[config.mk]
export PLATFORM = sky130hd
export DESIGN_NAME = register_file
export DESIGN_NICKNAME = d
export VERILOG_FILES = /design/src/rtl/cpu_pkg.sv /design/src/rtl/register_scoreboard.sv /design/src/rtl/register_file.sv
export SDC_FILE = /design/constraint.sdc
export NUM_CORES = 2
export LEC_CHECK = 0
export CORE_ASPECT_RATIO = 1.25
export CORE_MARGIN = 2
export CORE_UTILIZATION = 59
export CTS_BUF_LIST = sky130_fd_sc_hd__clkbuf_2 sky130_fd_sc_hd__clkbuf_4 sky130_fd_sc_hd__clkbuf_8
export CTS_CLUSTER_DIAMETER = 50
export DETAILED_ROUTE_END_ITERATION = 8
export PLACE_DENSITY = 0.79
export SYNTH_ARGS = -nofsm -noshare
export SYNTH_HDL_FRONTEND = slang
export SYNTH_SLANG_ARGS = --single-unit
[constraint.sdc]
create_clock -name clk -period 4.8 [get_ports clk]
set_clock_uncertainty 0.05 [all_clocks]
set_input_delay 0.72 -clock clk [delete_from_list [all_inputs] [get_ports clk]]
set_output_delay 0.72 -clock clk [all_outputs]
set_load 0.005 [all_outputs]
[src/rtl/cpu_pkg.sv]
// Shared CPU-wide sizing constants and datapath typedefs.
package cpu_pkg;

    localparam int DATA_WIDTH              = 32;
    localparam int NUM_REGISTERS           = 32;
    localparam int REGISTER_INDEXING_WIDTH = $clog2(NUM_REGISTERS);
    localparam int PENDING_WIDTH           = 2;

    typedef logic [REGISTER_INDEXING_WIDTH-1:0] reg_index_t;
    typedef logic [DATA_WIDTH-1:0]              data_t;

endpackage

[src/rtl/register_scoreboard.sv]
// Per-register in-flight write counters: decode reservations increment, writeback retires.
module register_scoreboard #(
    parameter  int NUM_REGISTERS           = cpu_pkg::NUM_REGISTERS,
    parameter  int PENDING_WIDTH           = cpu_pkg::PENDING_WIDTH,
    localparam int REGISTER_INDEXING_WIDTH = $clog2(NUM_REGISTERS)
) (
    input  logic                               clk,
    input  logic                               rst_n,
    input  logic [REGISTER_INDEXING_WIDTH-1:0] write_register,
    input  logic                               write_activate,
    input  logic [REGISTER_INDEXING_WIDTH-1:0] reserve_register,
    input  logic                               reserve_activate,
    input  logic [REGISTER_INDEXING_WIDTH-1:0] query_register_a,
    input  logic [REGISTER_INDEXING_WIDTH-1:0] query_register_b,
    output logic                               reserve_ready,
    output logic                               scoreboard_error,
    output logic                               clear_a,
    output logic                               clear_b
);

    localparam logic [PENDING_WIDTH-1:0] PENDING_ZERO = '0;
    localparam logic [PENDING_WIDTH-1:0] PENDING_ONE  = PENDING_WIDTH'(1);
    localparam logic [PENDING_WIDTH-1:0] PENDING_FULL = '1;

    logic [PENDING_WIDTH-1:0] pending [NUM_REGISTERS];
    logic                     write_hit;
    logic                     reserve_accept;
    logic                     write_to_reserved;

    assign write_hit         = write_activate && (write_register != '0);
    assign write_to_reserved = write_hit && (write_register == reserve_register);

    // A saturated counter can still take a reservation if a retire lands on it this cycle.
    assign reserve_ready = rst_n &&
                           ((reserve_register == '0) ||
                            (pending[reserve_register] != PENDING_FULL) ||
                            write_to_reserved);

    assign reserve_accept   = reserve_activate && reserve_ready && (reserve_register != '0);
    assign scoreboard_error = rst_n && write_hit && (pending[write_register] == PENDING_ZERO);

    always_comb begin
        clear_a = (pending[query_register_a] == PENDING_ZERO) ||
                  ((pending[query_register_a] == PENDING_ONE) && write_hit &&
                   (write_register == query_register_a));
        clear_b = (pending[query_register_b] == PENDING_ZERO) ||
                  ((pending[query_register_b] == PENDING_ONE) && write_hit &&
                   (write_register == query_register_b));
    end

    always_ff @(posedge clk) begin
        if (!rst_n) begin
            for (int i = 0; i < NUM_REGISTERS; i++) begin
                pending[i] <= PENDING_ZERO;
            end
        end else begin
            for (int i = 1; i < NUM_REGISTERS; i++) begin
                // Retire and reserve on the same index cancel out.
                if (reserve_accept && (reserve_register == REGISTER_INDEXING_WIDTH'(i)) &&
                    !(write_hit && (write_register == REGISTER_INDEXING_WIDTH'(i)))) begin
                    pending[i] <= pending[i] + PENDING_ONE;
                end else if (write_hit && (write_register == REGISTER_INDEXING_WIDTH'(i)) &&
                             !(reserve_accept && (reserve_register == REGISTER_INDEXING_WIDTH'(i))) &&
                             (pending[i] != PENDING_ZERO)) begin
                    pending[i] <= pending[i] - PENDING_ONE;
                end
            end
        end
    end

endmodule

[src/rtl/register_file.sv]
// Architectural register file with write bypass and RAW-hazard valid flags per read port.
module register_file #(
    parameter  int NUM_REGISTERS           = cpu_pkg::NUM_REGISTERS,
    parameter  int DATA_WIDTH              = cpu_pkg::DATA_WIDTH,
    parameter  int PENDING_WIDTH           = cpu_pkg::PENDING_WIDTH,
    localparam int REGISTER_INDEXING_WIDTH = $clog2(NUM_REGISTERS)
) (
    input  logic                               clk,
    input  logic                               rst_n,
    input  logic [REGISTER_INDEXING_WIDTH-1:0] write_register,
    input  logic [DATA_WIDTH-1:0]              write_data,
    input  logic                               write_activate,
    input  logic [REGISTER_INDEXING_WIDTH-1:0] reserve_register,
    input  logic                               reserve_activate,
    output logic                               reserve_ready,
    input  logic [REGISTER_INDEXING_WIDTH-1:0] read_register_a,
    input  logic [REGISTER_INDEXING_WIDTH-1:0] read_register_b,
    output logic [DATA_WIDTH-1:0]              read_data_a,
    output logic [DATA_WIDTH-1:0]              read_data_b,
    output logic                               read_valid_a,
    output logic                               read_valid_b,
    output logic                               scoreboard_error
);

    logic [DATA_WIDTH-1:0] regs [NUM_REGISTERS];
    logic                  write_hit;
    logic                  clear_a;
    logic                  clear_b;

    assign write_hit = write_activate && (write_register != '0);

    register_scoreboard #(
        .NUM_REGISTERS (NUM_REGISTERS),
        .PENDING_WIDTH (PENDING_WIDTH)
    ) u_scoreboard (
        .clk              (clk),
        .rst_n            (rst_n),
        .write_register   (write_register),
        .write_activate   (write_activate),
        .reserve_register (reserve_register),
        .reserve_activate (reserve_activate),
        .query_register_a (read_register_a),
        .query_register_b (read_register_b),
        .reserve_ready    (reserve_ready),
        .scoreboard_error (scoreboard_error),
        .clear_a          (clear_a),
        .clear_b          (clear_b)
    );

    always_ff @(posedge clk) begin
        if (!rst_n) begin
            for (int i = 0; i < NUM_REGISTERS; i++) begin
                regs[i] <= '0;
            end
        end else if (write_hit) begin
            regs[write_register] <= write_data;
        end
    end

    // Writeback data is forwarded so decode sees it in the same cycle it retires.
    always_comb begin
        read_data_a  = '0;
        read_data_b  = '0;
        read_valid_a = 1'b0;
        read_valid_b = 1'b0;
        if (rst_n) begin
            read_valid_a = clear_a;
            read_valid_b = clear_b;
            if (read_register_a != '0) begin
                read_data_a = (write_hit && (write_register == read_register_a)) ?
                              write_data : regs[read_register_a];
            end
            if (read_register_b != '0) begin
                read_data_b = (write_hit && (write_register == read_register_b)) ?
                              write_data : regs[read_register_b];
            end
        end
    end

endmodule

==> results.toml <==
[clock_network]
hold_buffers = 0
clk_latency_ps = 910
postCtsResizedCells = 0
clkTransAtPathRegs_ps = 50
clock_path_buffers = 3
cts_made_buffers = 172
tritoncts = "done"
cts.sinks = 1086
cts-root-buf = "clkbuf_8"
cts_setup_buffers = 0
h-tree-depth = 4

[placed_design]
post-dp-hpwl_mm = 117
numPortBuffers = 123
place_ws_ps = 95.1
routabilityCongestion = 0.916

[finish]
syn_to_final_growth_pct = 11.9
nNetsFinal = 4181
drive_above_1_share_pct = 29.7

[drt]
via_count = 41300
drt_first_pass_iters = 6
avgRoutedWirePerCell_um = 35.2
drt-initial-drc-count = 6799
via_per_inst = 7.36
postRouteAntennaNets = 0
route.detailed.drc = 0
routed_wl_mm = 197

[die]
fp.dieW_um = 292
ioPinCount = 124
rows = 132
start_util_pct = 59.2
die_area_mm2 = 0.106
coreArea_mm2 = 0.103
die_y_um = 364

[critical_path]
rrSetupSlack_ps = 1470
slowest_stage = "clkdlybuf4s50_1"
max_stage_delay_ps = 730
crit_arrival_ps = 3990
cp_top_family = "buffers and inverters"
critical_path_class = "in2out"
end_kind = "output pin"
required_ps = 4030
r2r-start = "u_scoreboard.pending[17][1]"
timing.rr.end = "u_scoreboard.pending[27][0]"
crit_chain = "clkdlybuf4s50_1 > or3_1 > o21ai_4 > nor4_1 > nand3_4 > a211oi_1 > buf_4 > clkdlybuf4s50_1"
critPathMaxFanout = 7
crit_buf_inv = 3
cp_common_cell = "clkdlybuf4s50_1"
reg2reg_depth = 7
cp-start-kind = "primary input"

[power_and_ir_drop]
swShare_pct = 26.1
p_leak_nw = 23.4
irDropWorstVdd_mv = 0.275
p_int_mw = 16.4
seqPwrFrac_pct = 50.8
p_comb_share_pct = 14.3
switchingPower_mw = 5.81
pwr-share-clk_pct = 34.9
power_density_mw_per_mm2 = 325

[sta]
rsz0062_at_grt = "no"
fmax_ghz = 0.210
post-route-min-period_ps = 4760
fin_tns_setup_ps = 0
slew_viol_final = 0
worst_pin_slew_ps = 1200
final.period_utilization_pct = 99.2
setup_slack_ps = 40.3
slew-limit-headroom_pct = 19.7
finalSetupViolCount = 0
finalHoldViolCount = 0

[grt]
antenna_found_initial = 13
gr-usage-all-layers_pct = 37.6
grt_max_degree = 60
grt_pass1_wl_mm = 282
grt_pass1_vias = 41500
overflow = 0

[logic_synthesis]
synth-async-reset-ratio_pct = 0
synth_edf_count = 1086
syn_avg_cell_area_um2 = 15.2
yosysWarnings = 0
syn_inst = 4021
synthMostInstantiatedCell = "edfxtp_1"
synthFlopType = "edfxtp_1"
synth.top_cell.area_share_pct = 53.4
yosysUniqueCellTypes = 62
yosysTopAreaCell = "edfxtp_1"
seq_area_frac_synth_pct = 53.4
syn_area_mm2 = 0.0611
ys_top_cells_by_area = "edfxtp_1, mux4_2, and2_1"
netlist_top_cells_count = "edfxtp_1, and2_1, mux4_2"
ys_ff_latch = 1086

[min_path]
hold_path_class = "in2reg"
holdPathEnd = "u_scoreboard.pending[23][1]"
worstHoldStart = "rst_n"
whs_path_depth = 2

[flow_run]
cap_violations = 0

[outcome]
outcome = "finished clean"
final cells by class:
type	count	area [µm²]
clock inverter	70	412
inverter	20	76.3
antenna	12	30.0
clock buffer	233	2840
multi-input combinational	2505	27300
tap	1340	1680
sequential	1086	32600
fill	6805	34800
timing repair buffer	339	3430
power by group through the flow:
stage / Sequential, mW / Combinational (mW) / Clock [mW]
finish: 11.3 / 3.18 / 7.77
CTS: 11.3 / 3.13 / 7.77
detailed placement: 11.5 / 3.13 / 0
global placement: 11.4 / 3.08 / 0
global route: 11.3 / 3.27 / 8.14
floorplan: 11.4 / 1.96 / 0
flip-flops by register name, indices dropped and copies added (netlist names):
register	flops
regs	1024
u_scoreboard.pending	62
per-layer routing:
| metal | share of wire [%] | GRT usage [%] |
|---|---|---|
| met4 | 6.9 | 23.3 |
| met1 | 32 | 46.5 |
| met2 | 47 | 59.2 |
| met3 | 14 | 10.8 |
| met5 | 0 | 0 |
kinds of logic after synthesis:
kind of cell	count (synthesis)	synth area share, %
xor gates and xnor gates	15	0.215
buffers and inverters	461	3.02
DFF	1086	53.4
adders and majority gates	1	0.0205
and+or+nand+nor	1401	13.4
AOI/OAI and AO/OA	285	3.26
muxes	771	26.7
other	1	0.00614
stage by stage:
step	util, %	cell area [µm²]	std cells	hold slack [ps]	power, mW
floorplan	-	61200	4052	540	13.3
detailed placement	63.1	65100	5290	601	14.6
CTS	66.2	68300	5593	412	22.2
global placement	63.1	65100	5290	590	14.5
finish	66.2	68400	5605	474	22.3
global route	66.2	68400	5595	473	22.8
worst max path at each step:
stage | start | slack [ps] | endpoint | cells past startpoint
3_5_place_dp | write_register[4] | 100 | read_data_b[17] | 8
5_1_grt | write_register[4] | 50 | read_data_b[17] | 8
2_1_floorplan | write_register[1] | 50 | u_scoreboard.pending[11][0] | 7
3_3_place_gp | write_register[4] | 90 | read_data_b[17] | 8
4_1_cts | write_register[4] | 100 | read_data_b[17] | 8
6_report | write_register[4] | 40 | read_data_b[17] | 8
placed cells by master (no fill, tap or decap), drive strengths merged, types with 32 or more instances in the layout:
cell,synthesis,routed
mux2i,76,76
and2,899,899
nor2,163,163
mux4,687,687
o21ai,62,62
a211oi,74,74
clkdlybuf4s50,0,112
buf,112,226
clkinv,0,57
clkbuf,329,234
and3,101,101
o211ai,34,34
nand3,32,32
nor3,37,37
conb,1,32
nand2,67,67
a21oi,37,37
edfxtp,1086,1086
Power figures use the tool's default switching activity.
